## config.mk

```make
export PLATFORM = sky130hd
export DESIGN_NAME = aes_resp_monitor
export DESIGN_NICKNAME = d
export VERILOG_FILES = /design/src/rtl/aes_resp_monitor_pkg.sv /design/src/rtl/aes_misr.sv /design/src/rtl/aes_resp_monitor.sv
export SDC_FILE = /design/constraint.sdc
export NUM_CORES = 1
export LEC_CHECK = 0
export ABC_AREA = 1
export BUFFER_PORTS_ARGS = -buffer_cell sky130_fd_sc_hd__buf_2
export CAP_MARGIN = 25
export CORE_ASPECT_RATIO = 0.6
export CORE_MARGIN = 3
export CORE_UTILIZATION = 57
export DETAILED_ROUTE_END_ITERATION = 16
export PLACE_DENSITY = 0.88
export SYNTH_ARGS = -nofsm -noshare
export SYNTH_HDL_FRONTEND = slang
export SYNTH_HIERARCHICAL = 1
export SYNTH_SLANG_ARGS = --single-unit
```

## constraint.sdc

```tcl
create_clock -name clk -period 11.4 [get_ports clk]
set_input_delay 1.14 -clock clk [delete_from_list [all_inputs] [get_ports clk]]
set_output_delay 1.14 -clock clk [all_outputs]
set_load 0.01 [all_outputs]
```

## src/rtl/aes_resp_monitor_pkg.sv

```systemverilog
// Shared types and constants for the AES response monitor: FSM states,
// MISR feedback taps and default parameter values.
package aes_resp_monitor_pkg;

    typedef enum logic [1:0] {
        IDLE    = 2'd0,
        FILL    = 2'd1,
        COMPACT = 2'd2,
        DONE    = 2'd3
    } state_e;

    // Zero-based bit indices of the x^128 + x^126 + x^101 + x^99 feedback taps
    localparam int MISR_TAP_A = 127;
    localparam int MISR_TAP_B = 125;
    localparam int MISR_TAP_C = 100;
    localparam int MISR_TAP_D = 98;

    localparam int           DEFAULT_LATENCY  = 21;
    localparam logic [127:0] DEFAULT_SIG_SEED = 128'hFACE_0FF0_FACE_0FF0_FACE_0FF0_FACE_0FF0;

endpackage

```

## src/rtl/aes_misr.sv

```systemverilog
// Multiple-input signature register: shifts left with LFSR feedback in bit 0
// and folds in one data word per enabled cycle.
module aes_misr
    import aes_resp_monitor_pkg::*;
#(
    parameter int                   NUM_BITS  = 128,
    parameter logic [NUM_BITS-1:0]  RESET_SIG = DEFAULT_SIG_SEED
) (
    input  logic                clk,
    input  logic                rst,
    input  logic                load,
    input  logic [NUM_BITS-1:0] seed,
    input  logic                en,
    input  logic [NUM_BITS-1:0] data,
    output logic [NUM_BITS-1:0] sig
);

    logic fb;

    assign fb = sig[MISR_TAP_A] ^ sig[MISR_TAP_B] ^ sig[MISR_TAP_C] ^ sig[MISR_TAP_D];

    // load wins over en so a restart always begins from a clean seed
    always_ff @(posedge clk or posedge rst) begin
        if (rst) begin
            sig <= RESET_SIG;
        end else if (load) begin
            sig <= seed;
        end else if (en) begin
            sig <= {sig[NUM_BITS-2:0], fb} ^ data;
        end
    end

endmodule

```

## src/rtl/aes_resp_monitor.sv

```systemverilog
// Compacts a run of AES ciphertext responses into a MISR signature, timing
// each response by a valid pipe that mirrors the core's launch-to-output latency.
module aes_resp_monitor
    import aes_resp_monitor_pkg::*;
#(
    parameter int                  NUM_BITS = 128,
    parameter int                  LATENCY  = DEFAULT_LATENCY,
    parameter logic [NUM_BITS-1:0] SIG_SEED = DEFAULT_SIG_SEED
) (
    input  logic                clk,
    input  logic                rst,
    input  logic                i_start,
    input  logic [31:0]         i_num_tests,
    input  logic                i_launch,
    input  logic [NUM_BITS-1:0] i_data,
    input  logic [NUM_BITS-1:0] i_golden,
    output logic [NUM_BITS-1:0] o_signature,
    output logic [31:0]         o_count,
    output logic                o_busy,
    output logic                o_done,
    output logic                o_pass
);

    localparam logic [31:0] COUNT_MAX = 32'hFFFF_FFFF;

    state_e               state;
    logic [31:0]          total_q;
    logic [31:0]          count_q;
    logic [LATENCY-1:0]   vpipe;
    logic                 busy_q;
    logic                 done_q;
    logic                 v_out;
    logic                 start_fire;
    logic                 update_en;

    assign v_out      = vpipe[LATENCY-1];
    assign start_fire = ((state == IDLE) || (state == DONE)) && i_start;
    // Responses arriving after the run total is reached are dropped
    assign update_en  = v_out && ((state == FILL) ||
                                  ((state == COMPACT) && (count_q < total_q)));

    always_ff @(posedge clk or posedge rst) begin
        if (rst) begin
            state   <= IDLE;
            total_q <= 32'd0;
            count_q <= 32'd0;
            vpipe   <= '0;
            busy_q  <= 1'b0;
            done_q  <= 1'b0;
        end else begin
            case (state)
                IDLE, DONE: begin
                    if (i_start) begin
                        total_q <= i_num_tests;
                        count_q <= 32'd0;
                        vpipe   <= '0;
                        if (i_num_tests == 32'd0) begin
                            state  <= DONE;
                            busy_q <= 1'b0;
                            done_q <= 1'b1;
                        end else begin
                            state  <= FILL;
                            busy_q <= 1'b1;
                            done_q <= 1'b0;
                        end
                    end
                end
                FILL: begin
                    vpipe <= {vpipe[LATENCY-2:0], i_launch};
                    if (v_out) begin
                        state   <= COMPACT;
                        count_q <= (count_q == COUNT_MAX) ? count_q : count_q + 32'd1;
                    end
                end
                COMPACT: begin
                    vpipe <= {vpipe[LATENCY-2:0], i_launch};
                    if (count_q >= total_q) begin
                        state  <= DONE;
                        busy_q <= 1'b0;
                        done_q <= 1'b1;
                    end else if (v_out) begin
                        count_q <= (count_q == COUNT_MAX) ? count_q : count_q + 32'd1;
                    end
                end
                default: begin
                    state  <= IDLE;
                    busy_q <= 1'b0;
                    done_q <= 1'b0;
                end
            endcase
        end
    end

    aes_misr #(
        .NUM_BITS  (NUM_BITS),
        .RESET_SIG (SIG_SEED)
    ) u_misr (
        .clk  (clk),
        .rst  (rst),
        .load (start_fire),
        .seed (SIG_SEED),
        .en   (update_en),
        .data (i_data),
        .sig  (o_signature)
    );

    assign o_count = count_q;
    assign o_busy  = busy_q;
    assign o_done  = done_q;
    assign o_pass  = (state == DONE) && (o_signature == i_golden);

endmodule

```

# == Word level (Yosys, flattened, before mapping) ==
# Cells that the tools add are included.
# op_classes
n_addsub,1
magnitude_cmp,2
eq_ne,9
muxes,22
bitwise_logic,4
n_reduce_logical,16
# op_table
op,n
2-to-1 mux 128 bit,2
equality test 128 bit,1
2-to-1 mux 32 bit,4
XOR 128 bit,1
one-hot mux 32 bit (3 select lines),1
one-hot mux 21 bit (2 select lines),1
adder 32 x 1 -> 32 bit (second input constant),1
equality test 32 bit (second input constant),1
greater-or-equal comparator 32 bit,1
zero test 32 bit,1
less-than comparator 32 bit,1
2-to-1 mux 21 bit,1
2-to-1 mux 2 bit,4
2-to-1 mux 1 bit,6
!= test 2 bit (second input constant),3
one-hot mux 2 bit (3 select lines),1
AND reduction 3 bit,2
equality test 2 bit (second input constant),2
logical AND 1 bit,4
one-hot mux 1 bit (2 select lines),2
AND reduction 2 bit,2
nonzero test 2 bit,2
OR reduction 2 bit,2
XOR 1 bit,3
other kinds (4),5
# word_totals
reg_bits,217
inputBits,292
output_inout_bits,163
wordCells,61

# == Longest topological paths before layout ==
# Gate-level depths: netlist of the first run.
# depth
depth_word,6
ltp_mapped,19
depth_no_buf,18

# == Cells and area by module ==
# The synthesis of the first run kept the hierarchy.
# modules_own_cells
module,n_inst,cells_each,area_per_inst_um2,seq_area_each_um2
aes_resp_monitor,1,1113,7278.2,2227.1
aes_misr,1,702,7260.7,3298.2

# == Worst setup path after synthesis of the first run ==
# No wires, ideal clock.
# synth_timing
path_kind,input-to-output
start,input port i_golden[59]
end,output port o_pass
arrival_time_ns,2.074
required_ns,10.260
path_slack_ns,8.186
cell_stages,6
path_buffers,0
cell_sequence,or2_2 -> a221oi_1 -> nand2_1 -> nor2_1 -> nand3_1 -> nor2_1
# synth_between
elab_chain_cells,2
# synth_lines
item,line,text
"start, declared",aes_resp_monitor.sv:16,"input logic [NUM_BITS-1:0] i_golden,"
equality test 128 bit,aes_resp_monitor.sv:110,assign o_pass = (state == DONE) && (o_signature == i_golden);
logical AND 1 bit,aes_resp_monitor.sv:110,
"end, declared",aes_resp_monitor.sv:21,output logic o_pass
# Every way passes these cells.

# == Worst setup path in the final report of the first run ==
# layout_timing
start,register u_misr.sig[125]
end,output port o_pass
# layout_between
elab_chain_cells,2
# layout_lines
item,line,text
"start, declared",aes_misr.sv:15,output logic [NUM_BITS-1:0] sig
"start signal, assigned",aes_misr.sv:29,"sig <= {sig[NUM_BITS-2:0], fb} ^ data;"
equality test 128 bit,aes_resp_monitor.sv:110,
logical AND 1 bit,aes_resp_monitor.sv:110,
# Every way passes these cells.

==> results of run 1 <==
-- cells in the mapped netlist (3+ instances only) --
| master | n |
|---|---|
| o211ai_2 | 101 |
| nand4_1 | 18 |
| dfrtp_1 | 141 |
| o211ai_1 | 25 |
| nor3_1 | 21 |
| a221oi_1 | 5 |
| buf_6 | 18 |
| dfstp_2 | 76 |
| or2_2 | 9 |
| xor2_1 | 28 |
| nand2_2 | 3 |
| buf_2 | 27 |
| o22ai_1 | 48 |
| inv_1 | 217 |
| nand3_1 | 67 |
| nor2_2 | 3 |
| ha_1 | 36 |
| o21a_1 | 3 |
| nand2_1 | 558 |
| o21ai_0 | 66 |
| buf_1 | 3 |
| nor2_1 | 103 |
| xnor2_1 | 148 |
| clkbuf_1 | 14 |
| a22o_1 | 13 |
| a21oi_1 | 22 |
| nor4_1 | 15 |
-- how the worst max path moves through the flow --
stage	from	endpoint	slack (ns)	cells past startpoint
after floorplan	rst	u_misr/sig[0]	6.97	1
after global placement	i_start	u_misr/sig[125]	7.29	8
after detailed placement	state[0]	u_misr/sig[58]	7.21	10
after CTS	state[0]	u_misr/sig[58]	7.18	10
after global routing	u_misr/sig[125]	o_pass	7.23	9
final	u_misr/sig[125]	o_pass	7.42	9
-- sequential cells by signal (all words and copies together), names as in the netlist --
register and cells:
state 2, vpipe 21, o_count 32, u_misr/sig 128
o_done 1, o_busy 1, total_q 32
-- cells in the final DEF (no fill, tap or decap), drive strengths merged, types with 22 or more instances in the layout --
master  Yosys  routed
ha         36      36
clkbuf     14      30
buf        50     463
a21oi      22      22
o21ai      67      67
dfrtp     141     141
inv       218     218
conb        2     128
xor2       28      28
o22ai      48      48
xnor2     148     148
nand2     562     562
nand3      67      67
dfstp      76      76
o211ai    126     126
nor2      108     108
-- final cells by class --
class,instances,share of cell area [%]
inverter,219,4.59
timing repair buffer,463,13.0
clock inverter,8,0.518
clock buffer,30,3.31
multi-input combinational,1441,45.7
tap,322,2.23
antenna,10,0.138
sequential,217,30.5
-- cell families (layout without fill, tap and decap cells) --
family | after synthesis | in the layout | share of synthesized area [%]
flops | 217 | 217 | 38.0
buf+inv | 283 | 720 | 8.52
compound gates | 295 | 295 | 16.9
simple gates | 806 | 806 | 22.8
xor+xnor | 176 | 176 | 10.6
other cells | 2 | 138 | 0.0517
fa+ha+maj | 36 | 36 | 3.10
-- report_power, final --
part	total (mW)	internal [mW]	switching, mW
Clock	0.739	0.413	0.325
Combinational	2.25	0.869	1.38
Sequential	1.70	1.19	0.509
-- worst register-to-register path, delay by kind of cell (launching register included) --
kind	cells	cell delay, ns
buf+inv	7	2.30
simple gates	2	0.58
flops	1	0.40
fa+ha+maj	1	0.31
compound gates	1	0.21
-- metrics by stage --
stage / power [mW] / utilization [%] / hold WS [ns] / cell area [um^2] / std cells
final: 4.69 / 73.6 / 0.482 / 18100 / 2710
after floorplan: 3.01 / - / 0.453 / 15000 / 1941
after detailed placement: 3.85 / 70.5 / 0.466 / 17400 / 2661
after CTS: 4.60 / 73.3 / 0.489 / 18000 / 2699
after global routing: 4.93 / 73.5 / 0.507 / 18100 / 2706
after global placement: 3.78 / 70.5 / 0.464 / 17400 / 2661
-- routing by layer --
metal | part of all wire [%] | vias to the layer above
met5 | 0.078 | -
met4 | 3.7 | 8
met3 | 14 | 174
met2 | 41 | 1058
met1 | 41 | 7184
li1 | - | 6912
==> run_results.csv, run 1 <==
group,metric,value,unit
flow_run,maxCapViolations,0,
floorplanning,io_pins,455,
layout,ff_latch_area,5530,um^2
timing,fin_worst_skew,0.0109,ns
critical_path,crit_fanout,6,
placement,dp_hpwl,45.8,mm
clock_tree,root_buffer,"clkbuf_16",
layout,fin_nets,2691,
synth,synth-seq-cells,217,
global_route,antenna_found_initial,10,
critical_path,critPathKind,"register to primary output",
power_and_ir_drop,ir_drop,172,uV
floorplanning,num_rows,44,
critical_path,r2r_slack,7.46,ns
synth,syn-instance-count,1815,
floorplanning,die_x,212,um
critical_path,path_cells,"inv_1, nand2_1, o21ai_0, nor4_1, nand3_1, nor2_1, nand3_1, nor2_1, buf_2",
critical_path,start_kind,"register",
critical_path,r2r_end,"u_misr/sig[58]",
global_route,grtUsageMet1,58.4,%
synth,synth_edf_count,0,
clock_tree,cts_setup_buffers,0,
route,drtAntennaViolNets,0,
critical_path,slowest_stage,"nor4_1",
timing,fmax,251,MHz
layout,syn_to_final_growth,24.5,%
critical_path,cpPeakStageDelay,0.74,ns
synth,ys_warn_count,6,
synth,synth-seq-area-share,38.0,%
route,wl_per_cell,21.8,um
power_and_ir_drop,power_density,259,nW/um^2
critical_path,r2r-start,"state[0]",
route,drt_wl_total,59.2,mm
layout,drive_gt1_share,29.3,%
clock_tree,cts_sinks,217,
placement,dp_slack,7.21,ns
synth,synth.area.top_cells,"dfrtp_1, nand2_1, dfstp_2",
worst_hold_path,worst_hold_path.endpoint,"o_done",
synth,synthFlopType,"dfrtp_1",
global_route,first_global_vias,13896,
clock_tree,path_clk_slew,0.07,ns
timing,tightestPinTransition,1.10,ns
route,post-route-drc-count,0,
floorplanning,dieArea,27500,um^2
synth,avgSynthCellArea,8.01,um^2
synth,netlist.area_leader.share,24.3,%
critical_path,crit_family,"simple AND/OR/NAND/NOR gates",
worst_hold_path,hp-class,"register to register",
placement,numPortBuffers,454,
clock_tree,cts.htree.levels,1,
route,dr.pass1.iters,5,
clock_tree,clockBufferDepth,3,
run_status,status,"finished clean",
global_route,grt_use_met3,16.0,%
floorplanning,initial_utilization,59.1,%
layout,multi_input_area,8260,um^2
global_route,grt_max_degree,96,
critical_path,critPathCaptureType,"primary output",
global_route,grt_busiest_layer,"met1",
timing,slew_headroom,26.6,%
clock_tree,cts_buffers,21,
timing,period_needed,3.98,ns
power_and_ir_drop,p_leak,9.32,nW
timing,setup_slack,7.42,ns
critical_path,path_buf_inv,2,
worst_hold_path,worstHoldStart,"o_done",
timing,rsz0062_at_grt,"no",
floorplanning,core_area,24600,um^2
clock_tree,clkLatencyLatePin,0.53,ns
synth,ys_async_sr_fraction,100,%
synth,synth_area,14500,um^2
clock_tree,cts_resized,0,
global_route,grt_remaining_overflow,0,
critical_path,required,10.26,ns
timing,min_period_over_period,34.9,%
synth,synth_largest_area_cell,"dfrtp_1",
route,vias_per_cell,5.66,
floorplanning,die_y,130,um
clock_tree,postCtsHoldBufs,0,
critical_path,r2r_cells,11,
clock_tree,cts_tree,"built",
timing,hold_viol,0,
global_route,grt_pass1_wl,84.1,mm
synth,ys_types,45,
layout,fill_cells,1903,
global_route,grtUsageMet2,57.5,%
timing,final-max-slew-violation-count,0,
timing,setup_viol,0,
route,drtIter0Drc,2055,
critical_path,crit_arrival,2.84,ns
worst_hold_path,hold_depth,2,
global_route,grt_usage,41.0,%
route,via_count,15336,
placement,place_congestion,1.07,
timing,fin_setup_tns,0,ns
Power figures use the tool's default switching activity.
==> inputs of run 2 (changes only) <==
--- a/config.mk
+++ b/config.mk
@@ -10,9 +10,9 @@
 export CAP_MARGIN = 25
 export CORE_ASPECT_RATIO = 0.6
 export CORE_MARGIN = 3
-export CORE_UTILIZATION = 57
+export CORE_UTILIZATION = 47
 export DETAILED_ROUTE_END_ITERATION = 16
-export PLACE_DENSITY = 0.88
+export PLACE_DENSITY = 0.77
 export SYNTH_ARGS = -nofsm -noshare
 export SYNTH_HDL_FRONTEND = slang
 export SYNTH_HIERARCHICAL = 1
==> constraint.sdc (replaced) <==
create_clock -name clk -period 3.66 [get_ports clk]
set_input_delay 0.366 -clock clk [delete_from_list [all_inputs] [get_ports clk]]
set_output_delay 0.366 -clock clk [all_outputs]
set_load 0.01 [all_outputs]
==> run 2 against run 1 <==
Compared with the run above: cell count increased by 4.1%; sequential share of layout area shrank 0.63 points; register-to-register slack got worse by 7.1 ns; design area is 2.1% higher; clock power rose to 3.5 times the previous value; worst hold slack worse by 0.47 ns; utilization shrank 12 points; total power rose to 3.2 times the previous value; critical path type unchanged; highest routed layer unchanged.
==> run_results.csv, run 2 (synthesized netlist as in run 1, its figures left out) <==
group,metric,value,unit
critical_path,r2r_slack,0.40,ns
clock_tree,path_clk_slew,0.06,ns
layout,syn_to_final_growth,27.1,%
timing,hold_viol,0,
clock_tree,root_buffer,"clkbuf_16",
placement,numPortBuffers,454,
clock_tree,cts_resized,0,
critical_path,path_buf_inv,2,
timing,setup_viol,0,
run_status,status,"finished clean",
critical_path,crit_arrival,2.98,ns
clock_tree,clkLatencyLatePin,0.55,ns
power_and_ir_drop,ir_drop,499,uV
timing,rsz0062_at_grt,"no",
floorplanning,initial_utilization,48.1,%
layout,final_common_cell,"nand2_1",
clock_tree,cts_tree,"built",
critical_path,critPathKind,"register to primary output",
critical_path,path_cells,"inv_1, nand2_1, o21ai_0, nor4_1, nand3_1, nor2_1, nand3_1, nor2_1, buf_2",
layout,mostFrequentLayoutCells,"nand2_1, buf_2, inv_1",
layout,largest_register,"u_misr/sig",
layout,fill_cells,2755,
global_route,grt_pass1_wl,87.1,mm
clock_tree,cts.htree.levels,1,
power_and_ir_drop,p_leak,9.45,nW
route,met2_length,26.0,mm
placement,placedCellCount,2760,
route,vias_per_cell,5.35,
critical_path,crit_fanout,6,
flow_run,maxCapViolations,0,
clock_tree,postCtsHoldBufs,0,
route,via_count,15101,
critical_path,cpPeakStageDelay,0.75,ns
global_route,first_global_vias,13983,
route,drtAntennaViolNets,0,
floorplanning,num_rows,49,
timing,final-max-slew-violation-count,0,
layout,largest_reg_flops,128,
route,wl_per_cell,21.5,um
global_route,grt_remaining_overflow,0,
floorplanning,dieArea,33100,um^2
critical_path,slowest_stage,"nor4_1",
floorplanning,io_pins,455,
clock_tree,cts_buffers,24,
floorplanning,core_area,30200,um^2
placement,post_dp_cell_area,17600,um^2
route,drt-met1-wl,26.2,mm
timing,fmax,299,MHz
critical_path,critPathCaptureType,"primary output",
timing,min_period_over_period,91.3,%
layout,fin_nets,2706,
critical_path,start_kind,"register",
route,wl_met3,6.20,mm
route,routed.top_layer,"met5",
floorplanning,die_x,233,um
clock_tree,cts_setup_buffers,0,
placement,dp_hpwl,48.0,mm
clock_tree,cts_sinks,217,
placement,place_congestion,1.01,
global_route,grt_max_degree,123,
worst_hold_path,hp-class,"input port to async pin",
timing,slew_headroom,39.2,%
power_and_ir_drop,power_density,812,nW/um^2
route,dr.pass1.iters,6,
timing,period_needed,3.34,ns
critical_path,crit_family,"simple AND/OR/NAND/NOR gates",
global_route,antenna_found_initial,19,
timing,tightestPinTransition,0.904,ns
route,post-route-drc-count,0,
timing,fin_worst_skew,0.0180,ns
global_route,grt_usage,35.1,%
floorplanning,die_y,142,um
route,drtIter0Drc,1532,
layout,drive_gt1_share,29.9,%
timing,fin_setup_tns,0,ns
layout,final_cells,2821,
layout,final_cell_area,18500,um^2
route,drt_wl_total,60.7,mm
critical_path,required,3.29,ns
clock_tree,clockBufferDepth,3,
run 2: per-stage QoR:
stage | hold WS [ns] | util, % | power [mW] | setup slack (ns)
floorplan | 0.453 | - | 9.36 | 0.00713
global placement | 0.468 | 58.3 | 12.0 | 0.572
detailed placement | 0.477 | 58.3 | 12.2 | 0.472
CTS | 0.0279 | 61.0 | 14.8 | 0.448
global route | 0.0602 | 61.1 | 15.8 | 0.214
finish | 0.0154 | 61.1 | 15.0 | 0.318
run 2: layout make-up:
| type | count | area, um^2 | share of cell area, % |
|---|---|---|---|
| timing repair buffer | 475 | 2490 | 13.5 |
| clock buffer | 32 | 702 | 3.80 |
| clock inverter | 11 | 116 | 0.630 |
| tap | 408 | 510 | 2.76 |
| multi-input combinational | 1441 | 8260 | 44.7 |
| antenna | 18 | 45.0 | 0.244 |
| inverter | 219 | 831 | 4.50 |
| sequential | 217 | 5530 | 29.9 |
run 2: worst register-to-register path: stages, from the launching register on:
cell	delay (ns)
dfrtp_1	0.45
ha_1	0.34
a21o_1	0.19
o21ai_1	0.12
nand2_1	0.10
a21oi_1	0.23
nand3_1	0.12
a21oi_1	0.64
nand2_8	0.40
buf_12	0.36
o211ai_2	0.24
run 2: routing by layer:
metal / up-vias / track usage, %
met1: 7145 / 50.9
met2: 850 / 49.8
met5: - / 0
met4: 4 / 14.8
met3: 149 / 8.54
li1: 6953 / -
run 2: final timing paths:
| kind | from | endpoint | depth (start not counted) |
|---|---|---|---|
| max reg2reg | o_count[27] | u_misr/sig[36] | 10 |
| max in group asynchronous | rst | o_count[28] | 3 |
| min | rst | u_misr/sig[56] | 2 |
| min reg2reg | total_q[31] | total_q[31] | 2 |
| min in group clk | i_num_tests[15] | total_q[15] | 3 |
| max | u_misr/sig[125] | o_pass | 9 |
run 2: where the power goes:
| part | switching (mW) | internal, mW |
|---|---|---|
| Clock | 1.10 | 1.49 |
| Sequential | 1.65 | 3.70 |
| Combinational | 4.28 | 2.77 |
